$ cat src/rtl/spi_slave_param.sv
// spi_slave_param: parametrised SPI slave front-end for the synchronous RAM path.
// Deframes MOSI bit-streams into {cmd[1:0], payload} words and returns read data on MISO.
//
// Compile-time option: define SPI_PARITY_EN to add one odd-parity bit to every rx frame
// (after the payload, covering cmd+payload) and to every tx word (after the data bits).
//
// Ports:
//   clk        system clock; SS_n/MOSI are sampled on the rising edge
//   rst_n      synchronous, active-low reset
//   SS_n       slave select, active low
//   MOSI       serial data in
//   tx_data    read data from RAM
//   tx_valid   tx_data valid (only looked at while waiting for read data)
//   MISO       serial data out
//   rx_data    {cmd[1:0], payload} of the last accepted frame
//   rx_valid   one-cycle pulse, rx_data updated
//   tx_ready   slave waiting for tx_data
//   frame_err  one-cycle pulse, frame discarded (abort, cmd mismatch or parity error)
module spi_slave_param #(
  parameter int unsigned DATA_W    = 8,
  parameter bit          MSB_FIRST = 1'b1
) (
  input  logic              clk,
  input  logic              rst_n,
  input  logic              SS_n,
  input  logic              MOSI,
  input  logic [DATA_W-1:0] tx_data,
  input  logic              tx_valid,
  output logic              MISO,
  output logic [DATA_W+1:0] rx_data,
  output logic              rx_valid,
  output logic              tx_ready,
  output logic              frame_err
);

  localparam int unsigned RX_W = DATA_W + 2;
`ifdef SPI_PARITY_EN
  localparam int unsigned RX_LAST = RX_W;        // counter value of the parity bit
  localparam int unsigned SH_W    = RX_W;        // shifter holds cmd+payload, parity is live
  localparam int unsigned TX_LEN  = DATA_W + 1;
`else
  localparam int unsigned RX_LAST = RX_W - 1;
  localparam int unsigned SH_W    = RX_W - 1;    // last bit is taken straight from MOSI
  localparam int unsigned TX_LEN  = DATA_W;
`endif
  localparam int unsigned RXC_W = $clog2(RX_LAST + 1);
  localparam int unsigned TXC_W = $clog2(TX_LEN + 1);

  typedef enum logic [2:0] {
    StIdle,
    StChkCmd,
    StWrite,
    StReadAdd,
    StReadData,
    StTxWait,
    StTxShift
  } state_e;

  state_e              state_q, state_d;
  logic [RXC_W-1:0]    rx_cnt_q, rx_cnt_d;
  logic [TXC_W-1:0]    tx_cnt_q, tx_cnt_d;
  logic [SH_W-1:0]     rx_sh_q, rx_sh_d;
  logic [TX_LEN-1:0]   tx_sh_q, tx_sh_d;
  logic                addr_read_q, addr_read_d;
  logic                miso_q, miso_d;
  logic [RX_W-1:0]     rx_data_q, rx_data_d;
  logic                rx_valid_q, rx_valid_d;
  logic                tx_ready_q, tx_ready_d;
  logic                frame_err_q, frame_err_d;

  // Frame decode helpers.
  logic [RX_W-1:0]   frame_w;   // frame bits in arrival order, first bit at the MSB
  logic [DATA_W-1:0] payload;
  logic [RX_W-1:0]   rx_word;
  logic              par_ok;
  logic              cmd_ok;
  logic              frame_ok;
  logic              rx_last;
  logic [TX_LEN-1:0] tx_seq;    // bit i is the i-th bit to put on MISO
  logic              tx_done;

  always_comb begin
`ifdef SPI_PARITY_EN
    frame_w = rx_sh_q;
    par_ok  = ^{rx_sh_q, MOSI};
`else
    frame_w = {rx_sh_q, MOSI};
    par_ok  = 1'b1;
`endif
    for (int i = 0; i < DATA_W; i++) begin
      payload[i] = MSB_FIRST ? frame_w[i] : frame_w[DATA_W-1-i];
    end
    rx_word = {frame_w[RX_W-1:RX_W-2], payload};

    case (state_q)
      StReadAdd:  cmd_ok = (frame_w[RX_W-1:RX_W-2] == 2'b10);
      StReadData: cmd_ok = (frame_w[RX_W-1:RX_W-2] == 2'b11);
      default:    cmd_ok = 1'b1;
    endcase
    frame_ok = cmd_ok & par_ok;
    rx_last  = (rx_cnt_q == RXC_W'(RX_LAST));

    for (int i = 0; i < DATA_W; i++) begin
      tx_seq[i] = MSB_FIRST ? tx_data[DATA_W-1-i] : tx_data[i];
    end
`ifdef SPI_PARITY_EN
    tx_seq[DATA_W] = ~^tx_data;
`endif
    tx_done = (tx_cnt_q == TXC_W'(TX_LEN));
  end

  // State register.
  always_ff @(posedge clk) begin
    if (!rst_n) begin
      state_q <= StIdle;
    end else begin
      state_q <= state_d;
    end
  end

  // Next-state logic.
  always_comb begin
    state_d = state_q;
    case (state_q)
      StIdle: begin
        if (!SS_n) state_d = StChkCmd;
      end
      StChkCmd: begin
        if (SS_n)             state_d = StIdle;
        else if (!MOSI)       state_d = StWrite;
        else if (addr_read_q) state_d = StReadData;
        else                  state_d = StReadAdd;
      end
      StWrite, StReadAdd, StReadData: begin
        if (SS_n) begin
          state_d = StIdle;
        end else if (rx_last) begin
          state_d = (state_q == StReadData && frame_ok) ? StTxWait : StChkCmd;
        end
      end
      StTxWait: begin
        if (SS_n)          state_d = StIdle;
        else if (tx_valid) state_d = StTxShift;
      end
      StTxShift: begin
        // Completion takes priority: all bits are already out, so SS_n only picks the target.
        if (tx_done)   state_d = SS_n ? StIdle : StChkCmd;
        else if (SS_n) state_d = StIdle;
      end
      default: state_d = StIdle;
    endcase
  end

  // Output / datapath next-state logic.
  always_comb begin
    rx_cnt_d    = rx_cnt_q;
    tx_cnt_d    = tx_cnt_q;
    rx_sh_d     = rx_sh_q;
    tx_sh_d     = tx_sh_q;
    addr_read_d = addr_read_q;
    miso_d      = miso_q;
    rx_data_d   = rx_data_q;
    rx_valid_d  = 1'b0;
    tx_ready_d  = tx_ready_q;
    frame_err_d = 1'b0;

    case (state_q)
      StIdle: begin
        rx_cnt_d   = '0;
        tx_cnt_d   = '0;
        miso_d     = 1'b0;
        tx_ready_d = 1'b0;
      end
      StChkCmd: begin
        if (SS_n) begin
          rx_cnt_d = '0;
        end else begin
          rx_sh_d  = {rx_sh_q[SH_W-2:0], MOSI};
          rx_cnt_d = RXC_W'(1);
        end
      end
      StWrite, StReadAdd, StReadData: begin
        if (SS_n) begin
          rx_cnt_d    = '0;
          miso_d      = 1'b0;
          tx_ready_d  = 1'b0;
          frame_err_d = 1'b1;
        end else if (rx_last) begin
          rx_cnt_d = '0;
          if (frame_ok) begin
            rx_data_d  = rx_word;
            rx_valid_d = 1'b1;
            if (state_q == StReadAdd)  addr_read_d = 1'b1;
            if (state_q == StReadData) tx_ready_d  = 1'b1;
          end else begin
            frame_err_d = 1'b1;
          end
        end else begin
          rx_sh_d  = {rx_sh_q[SH_W-2:0], MOSI};
          rx_cnt_d = rx_cnt_q + RXC_W'(1);
        end
      end
      StTxWait: begin
        miso_d = 1'b0;
        if (SS_n) begin
          tx_ready_d  = 1'b0;
          frame_err_d = 1'b1;
        end else if (tx_valid) begin
          miso_d     = tx_seq[0];
          tx_sh_d    = tx_seq >> 1;
          tx_cnt_d   = TXC_W'(1);
          tx_ready_d = 1'b0;
        end
      end
      StTxShift: begin
        if (tx_done) begin
          miso_d      = 1'b0;
          addr_read_d = 1'b0;
          tx_cnt_d    = '0;
        end else if (SS_n) begin
          miso_d      = 1'b0;
          addr_read_d = 1'b0;
          tx_cnt_d    = '0;
          tx_ready_d  = 1'b0;
          frame_err_d = 1'b1;
        end else begin
          miso_d   = tx_sh_q[0];
          tx_sh_d  = tx_sh_q >> 1;
          tx_cnt_d = tx_cnt_q + TXC_W'(1);
        end
      end
      default: begin
        rx_cnt_d = '0;
        tx_cnt_d = '0;
        miso_d   = 1'b0;
      end
    endcase
  end

  always_ff @(posedge clk) begin
    if (!rst_n) begin
      rx_cnt_q    <= '0;
      tx_cnt_q    <= '0;
      rx_sh_q     <= '0;
      tx_sh_q     <= '0;
      addr_read_q <= 1'b0;
      miso_q      <= 1'b0;
      rx_data_q   <= '0;
      rx_valid_q  <= 1'b0;
      tx_ready_q  <= 1'b0;
      frame_err_q <= 1'b0;
    end else begin
      rx_cnt_q    <= rx_cnt_d;
      tx_cnt_q    <= tx_cnt_d;
      rx_sh_q     <= rx_sh_d;
      tx_sh_q     <= tx_sh_d;
      addr_read_q <= addr_read_d;
      miso_q      <= miso_d;
      rx_data_q   <= rx_data_d;
      rx_valid_q  <= rx_valid_d;
      tx_ready_q  <= tx_ready_d;
      frame_err_q <= frame_err_d;
    end
  end

  assign MISO      = miso_q;
  assign rx_data   = rx_data_q;
  assign rx_valid  = rx_valid_q;
  assign tx_ready  = tx_ready_q;
  assign frame_err = frame_err_q;

endmodule

$ cat config.mk
export PLATFORM = sky130hd
export DESIGN_NAME = spi_slave_param
export DESIGN_NICKNAME = d
export VERILOG_FILES = /design/src/rtl/spi_slave_param.sv
export SDC_FILE = /design/constraint.sdc
export NUM_CORES = 1
export LEC_CHECK = 0
export BUFFER_PORTS_ARGS = -buffer_cell sky130_fd_sc_hd__buf_2
export CORE_MARGIN = 2
export CORE_UTILIZATION = 35
export CTS_BUF_LIST = sky130_fd_sc_hd__clkbuf_8 sky130_fd_sc_hd__clkbuf_16
export CTS_CLUSTER_DIAMETER = 30
export DETAILED_ROUTE_END_ITERATION = 10
export PLACE_DENSITY = 0.54
export SLEW_MARGIN = 30
export SYNTH_ARGS = -nofsm -noshare
export SYNTH_HDL_FRONTEND = slang
export SYNTH_SLANG_ARGS = --single-unit
export TNS_END_PERCENT = 50
$ cat constraint.sdc
create_clock -name clk -period 4.45 [get_ports clk]
set_input_delay 0.2225 -clock clk [delete_from_list [all_inputs] [get_ports clk]]
set_output_delay 0.2225 -clock clk [all_outputs]
set_load 0.05 [all_outputs]
-- Word level (Yosys, flattened, before mapping)
Index checks and enable logic that the tools add are counted.
- add/subtract/negate cells: 2
- equal/unequal tests: 28
- mux-type cells: 59
- bitwise operators: 6
- reductions and logical operators: 18
- operators with widths (cell ; number):
    3-bit two-way mux ; 11
    8-bit two-way mux ; 4
    9-bit two-way mux ; 3
    2-bit inequality test, second input constant ; 13
    1-bit two-way mux ; 25
    4-bit two-way mux ; 6
    4-bit case mux with 3 select lines ; 2
    9-bit case mux with 2 select lines ; 1
    8-bit case mux with 2 select lines ; 1
    3-bit inequality test, second input constant ; 5
    3-bit case mux with 5 select lines ; 1
    4-bit AND reduction ; 3
    3-bit equality test, second input constant ; 3
    4-bit by 1-bit adder with 4-bit output, second input constant ; 2
    4-bit equality test, second input constant ; 2
    1-bit case mux with 4 select lines ; 2
    4-bit OR reduction ; 2
    7-bit AND reduction ; 1
    3-bit by 2-bit equality test with 1-bit output, second input constant ; 2
    1-bit inverter ; 6
    6-bit AND reduction ; 1
    2-bit nonzero test ; 3
    5-bit AND reduction ; 1
    2-bit equality test, second input constant ; 2
    10 further kinds ; 11
- register bits: 43
- bits of input ports: 13
- logic and storage cells: 124

-- Logic depth before layout (Yosys ltp)
Gate-level depths: netlist of run 1.
- depth in word-level cells: 7
- gate-level depth with buffers: 7
- gate-level depth less buffers: 6

-- Worst setup path before layout of run 1
OpenSTA, ideal clock, no wires.
- kind: flip-flop to flip-flop
- start point: register tx_cnt_q[0]
- end point: register tx_sh_q[3]
- arrival: 1664 ps
- data required time: 4359 ps
- slack: 2695 ps
- cell stages (with the launch flop): 8
- buffers on the path: 1
- period minus slack after synthesis: 1755 ps
- cell sequence: dfxtp_1 -> inv_1 -> ha_1 -> and3b_1 -> nor4b_4 -> buf_2 -> nor3_1 -> a311oi_1
- cells in the longest elaborated chain, start to end: 3
- ends and longest elaborated chain (item ; RTL line ; text):
    start, declared ; 61 ; logic [TXC_W-1:0] tx_cnt_q, tx_cnt_d;
    start signal, assigned ; 254 ; tx_cnt_q <= tx_cnt_d;
    4-bit equality test ; 109 ; tx_done = (tx_cnt_q == TXC_W'(TX_LEN));
    2-bit inequality test (no line) ; - ;
    5-bit AND reduction (no line) ; - ;
    end signal, assigned ; 256 ; tx_sh_q <= tx_sh_d;
    end, declared ; 63 ; logic [TX_LEN-1:0] tx_sh_q, tx_sh_d;
Every way passes these cells.
A chain may end at the register's enable or synchronous reset.

-- Worst setup path in the final report of run 1
- start point: register state_q[1]
- end point: register rx_data_q[2] (netlist: rx_data[2])
- cells in the longest elaborated chain, start to end: 3
- elaborated cells between the ends (all ways): 6
- those cells by class: eq/ne: 3; mux: 1; reduce/logical: 2
- ends and longest elaborated chain (item ; RTL line ; text):
    start, declared ; 59 ; state_e state_q, state_d;
    start signal, assigned ; 115 ; state_q <= StIdle;
    start signal, assigned ; 117 ; state_q <= state_d;
    3-bit equality test, or another cell as far along ; 95, 167 ;
    1-bit case mux with 2 select lines or 3-bit OR reduction (tied branches) ; 95, 167 ;
    4-bit AND reduction (no line) * ; - ;
    end signal, assigned ; 259 ; rx_data_q <= rx_data_d;
    end, declared ; 66 ; logic [RX_W-1:0] rx_data_q, rx_data_d;
Every way passes the cells marked *; elsewhere a longest branch is shown, timed or not.

==> impl_metrics.ini, run 1 <==
[floorplan]
start_util_pct = 36.2
dieHeight_um = 82
placementRows = 28
die_area_mm2 = 0.00672
fp.dieW_um = 82
coreArea_mm2 = 0.00589
ios = 27

[timing]
period_needed_ns = 2.51
slew_violations = 0
slew_headroom_pct = 42.3
setup_tns_ns = 0
fin_ws_ns = 1.94
rsz0062_at_grt = no
finClkSkew_ns = 0.00487
max_freq_mhz = 399
min_period_over_period_pct = 56.3
finalHoldViolations = 0
setup_viol = 0
worst_pin_slew_ns = 0.859

[routing]
drcViolationCount = 0
firstDrtPassIters = 4
wl_um = 4640
first_iter_violations = 141
wl_per_cell_um = 13.7
ant_nets = 0
vias = 1826
viasPerCell = 5.39

[power]
power_density_mw_per_mm2 = 328
ir_worst_vdd_v = 0.000122
power_leakage_nw = 0.833

[cells_and_area]
fillers = 622
drive_gt1_share_pct = 14.8
diodes = 0
finalNetCount = 280
syn_to_final_growth_pct = 12.2

[logic_synthesis]
synth-edff-count = 0
synth_cell_types = 41
seq_area_frac_synth_pct = 39.5
synth_area_mm2 = 0.00213
async_reset_ff_share_pct = 0
yosysWarningCount = 0
synth.area.top_cells = dfxtp_1 39%, mux2i_1 10%, nand2_1 7.1%
syn_inst = 247
syn_avg_cell_area_um2 = 8.62
yosys.area.top_type = dfxtp_1
synth_top_area_share_pct = 39.5
ys_ff_latch = 42
synthFlopType = dfxtp_1
synth.net_count = 264

[worst_setup_path]
startpoint = state_q[1]
worstPathMaxFanout = 19
path_class = reg2reg
r2r_start = state_q[1]
arrival_ns = 2.73
worstPathRequired_ns = 4.67
end_kind = flip-flop
cp-start-kind = flip-flop

[clock_network]
clk_path_buf_depth = 2
clk_latency_ns = 0.29
cts_hold_buf = 0
cts_tree = done
cts.root.buffer_cell = clkbuf_8
cts_buffers = 5
cts_resized = 0
post_cts_buffers = 0
cts_sinks = 42
clk_pin_slew_ns = 0.08
cts_htree_levels = 2

[job]
cap_viol_max_count = 0

[global_routing]
grt_max_degree = 29
first_global_vias = 1568
grt_usage_pct = 15.1
grt_overflow = 0
grt_pass1_wl_um = 7810
antenna_found_initial = 0

[placed_design]
port_buffers = 26
pre_cts_ws_ns = 1.87
dpl.hpwl_um = 3200
routabilityCongestion = 0.794

[hold_path]
min_path_type = in2reg
hold_start = tx_data[2]

[status]
status = complete, no violations
## flip-flops by register name, summed over array words and instances, names as in the netlist
register and count:
rx_cnt_q 4, rx_sh_q 9, frame_err 1, rx_valid 1
addr_read_q 1, tx_sh_q 7, tx_ready 1, tx_cnt_q 4
MISO 1, rx_data 10, state_q 3
## critical path, stage by stage (launching register included)
cell and delay [ns]:
dfxtp_1 0.45, buf_4 0.26, or3b_1 0.48, a21o_1 0.25, nor4_4 0.73, mux2i_1 0.26
## final timing paths
| path | to | slack [ns] | cells past startpoint |
|---|---|---|---|
| worst max-delay path | rx_data[2] | 1.94 | 5 |
| worst min-delay path | tx_sh_q[4] | 0.20 | 3 |
| worst max register to register | rx_data[2] | 1.94 | 5 |
| worst min register to register | rx_data[5] | 0.46 | 2 |
## cells in the final DEF (no fill, tap or decap), types with 5 or more instances in the layout
master	count
a211oi_1	6
mux2i_1	22
nor2_1	5
dfxtp_1	42
clkbuf_8	5
nand2_1	40
a21oi_1	12
nor3_1	12
buf_2	26
a311oi_1	6
inv_1	7
nand3_1	12
o21ai_0	7
nand2b_1	6
## power breakdown
part	leakage [nW]	internal, mW	total [mW]	switching, mW
clock	0.0579	0.165	0.300	0.135
sequential	0.339	0.382	0.397	0.0157
combinational	0.437	0.0350	0.0875	0.0525
total	0.833	0.582	0.785	0.203
## cells by family (layout without fill, tap and decap cells)
group           count (synthesis)  count (layout)  synth area share [%]
mux                            22              22                  10.3
compound gates                 53              53                  17.1
simple gates                  101             101                  25.7
buf+inv                        25              42                  4.99
fa+ha+maj                       4               4                  2.35
flops                          42              42                  39.5
## cell type report
cell class / count / area (um2) / share of cell area [%]
sequential: 42 / 841 / 35.2
clock buffer: 5 / 68.8 / 2.88
inverter: 7 / 26.3 / 1.10
multi-input combinational: 180 / 1180 / 49.5
clock inverter: 3 / 40.0 / 1.68
timing repair buffer: 27 / 138 / 5.76
tap: 75 / 93.8 / 3.93
## metal layers
metal | track usage, % | vias up | routed length (um)
met5 | 0 | - | 0
met4 | 5.50 | 0 | 72
met3 | 3.30 | 6 | 173
met2 | 21.1 | 27 | 1970
met1 | 22.3 | 864 | 2420
li1 | - | 929 | -
## cells in the mapped netlist, types with 4 or more instances
cell,instances
a211oi_1,6
a21oi_1,12
a221oi_1,4
a311oi_1,6
buf_2,4
clkbuf_1,11
dfxtp_1,42
ha_1,4
inv_1,7
mux2i_1,22
nand2_1,40
nand2b_1,6
nand3_1,12
nand3b_1,4
nor2_1,5
nor2b_1,4
nor3_1,12
o211ai_1,4
o21a_1,4
o21ai_0,7
## per-stage QoR
stage	power (mW)	area (um2)	std cells	hold WS, ns	util (%)
after floorplan	0.472	2130	247	0.387	-
after global placement	0.494	2280	331	0.441	38.8
after detailed placement	0.494	2280	331	0.447	38.8
after CTS	0.793	2390	339	0.193	40.6
after global routing	0.823	2390	339	0.206	40.6
final	0.785	2390	339	0.196	40.6
(Power assumes the default switching activity.)
==> inputs of run 2 (changes only) <==
--- a/config.mk
+++ b/config.mk
@@ -11,7 +11,7 @@
 export CTS_BUF_LIST = sky130_fd_sc_hd__clkbuf_8 sky130_fd_sc_hd__clkbuf_16
 export CTS_CLUSTER_DIAMETER = 30
 export DETAILED_ROUTE_END_ITERATION = 10
-export PLACE_DENSITY = 0.54
+export PLACE_DENSITY = 0.56
 export SLEW_MARGIN = 30
 export SYNTH_ARGS = -nofsm -noshare
 export SYNTH_HDL_FRONTEND = slang
==> constraint.sdc (replaced) <==
create_clock -name clk -period 2.14 [get_ports clk]
set_input_delay 0.107 -clock clk [delete_from_list [all_inputs] [get_ports clk]]
set_output_delay 0.107 -clock clk [all_outputs]
set_load 0.05 [all_outputs]
==> impl_metrics.ini, run 2 (synthesized netlist as in run 1, its figures left out) <==
[status]
status = complete, no violations

[global_routing]
grt_max_degree = 28
grt_usage_pct = 16.1
grt_pass1_wl_um = 8340
antenna_found_initial = 0
first_global_vias = 1693
grt_overflow = 0

[clock_network]
cts_hold_buf = 0
cts_htree_levels = 2
cts_sinks = 42
clk_path_buf_depth = 2
cts_tree = done
clk_latency_ns = 0.31
clk_pin_slew_ns = 0.09
post_cts_buffers = 0
cts.root.buffer_cell = clkbuf_8
cts_buffers = 5
cts_resized = 0

[timing]
finalHoldViolations = 0
rsz0062_at_grt = no
max_freq_mhz = 554
period_needed_ns = 1.80
slew_violations = 0
slew_headroom_pct = 64.9
setup_tns_ns = 0
min_period_over_period_pct = 84.3
setup_viol = 0
worst_pin_slew_ns = 0.526
finClkSkew_ns = 0.0128

[cells_and_area]
fin_util_pct = 41.8
diodes = 0
syn_to_final_growth_pct = 15.5
register_area_um2 = 841
layout_common_cells = 42 x dfxtp_1, 40 x nand2_1, 26 x buf_2, 22 x mux2i_1
multi_input_area_mm2 = 0.00118
final_common_cell = dfxtp_1
layoutNonFillerInstCount = 350
largest_register_ffs = 10
finalNetCount = 291
fillers = 618
drive_gt1_share_pct = 18.2

[routing]
viasPerCell = 5.39
drcViolationCount = 0
wl_per_cell_um = 13.8
wl_um = 4840
vias = 1887
firstDrtPassIters = 4
ant_nets = 0
first_iter_violations = 115

[placed_design]
routabilityCongestion = 0.802
port_buffers = 26
dpl.hpwl_um = 3470
dp_cells = 342

[hold_path]
hold_start = tx_data[1]
min_path_type = in2reg

[worst_setup_path]
cp-start-kind = flip-flop
worstPathMaxFanout = 9
cp_slowest_cell = or2_2
r2r_start = tx_cnt_q[0]
arrival_ns = 2.02
startpoint = tx_cnt_q[0]
path_class = reg2reg
end_kind = flip-flop
crit_chain = inv_1, ha_1, and3b_1, nor4b_4, buf_4, or2_2, a311oi_1
cp_top_family = simple AND/OR/NAND/NOR gates
worstPathRequired_ns = 2.36
worst-path-buf-inv = 2
cpPeakStageDelay_ns = 0.37

[floorplan]
placementRows = 28
start_util_pct = 36.2
dieHeight_um = 82
ios = 27
coreArea_mm2 = 0.00589
fp.dieW_um = 82
die_area_mm2 = 0.00672

[power]
power_density_mw_per_mm2 = 648
power_leakage_nw = 0.883
clockPowerShare_pct = 35.6
sw_frac_of_total_pct = 29.4
p_sw_mw = 0.468
share_comb_of_total_power_pct = 14.0
ir_worst_vdd_v = 0.000314
p_seq_share_pct = 50.4
power.total_mw = 1.59
internal_power_mw = 1.12

[job]
cap_viol_max_count = 0
run 2: per-stage QoR:
stage	hold slack, ns	instance area, um2	setup WS [ns]
6_report	0.0553	2460	0.335
5_1_grt	0.0640	2460	0.196
4_1_cts	0.0529	2460	0.338
3_5_place_dp	0.388	2360	0.360
3_3_place_gp	0.385	2360	0.382
2_1_floorplan	0.272	2130	0.385
run 2: cell type report:
type | instances | share of cell area [%]
clock inverters | 3 | 1.07
well taps | 75 | 3.82
clock buffers | 5 | 2.80
multi-input cells | 180 | 48.1
repair buffers | 38 | 8.96
flip-flops and latches | 42 | 34.2
inverters | 7 | 1.07
run 2: worst paths after layout:
| path | slack (ns) | cells after the start | end |
|---|---|---|---|
| worst max-delay path | 0.34 | 7 | tx_sh_q[2] |
| worst min-delay path | 0.06 | 3 | tx_sh_q[5] |
| worst max register to register | 0.34 | 7 | tx_sh_q[2] |
| worst min register to register | 0.46 | 2 | rx_data[3] |
run 2: power by group through the flow:
stage | registers, mW | clock network [mW] | logic (mW)
2_1_floorplan | 0.823 | 0 | 0.158
3_3_place_gp | 0.821 | 0 | 0.221
6_report | 0.803 | 0.566 | 0.223
4_1_cts | 0.803 | 0.583 | 0.224
5_1_grt | 0.805 | 0.620 | 0.248
3_5_place_dp | 0.821 | 0 | 0.223
run 2: routing by layer:
layer | vias up | track usage (%) | share of wire (%)
met1 | 900 | 22.2 | 50
li1 | 949 | - | -
met2 | 27 | 23.4 | 44
met5 | - | 0 | 0
met3 | 11 | 3.63 | 3.3
met4 | 0 | 8.00 | 2.8
run 2: worst reg2reg max path, cell delays in order (launching register included):
cell,delay [ns]
dfxtp_1,0.34
inv_1,0.09
ha_1,0.16
and3b_1,0.27
nor4b_4,0.08
buf_4,0.17
or2_2,0.37
a311oi_1,0.23
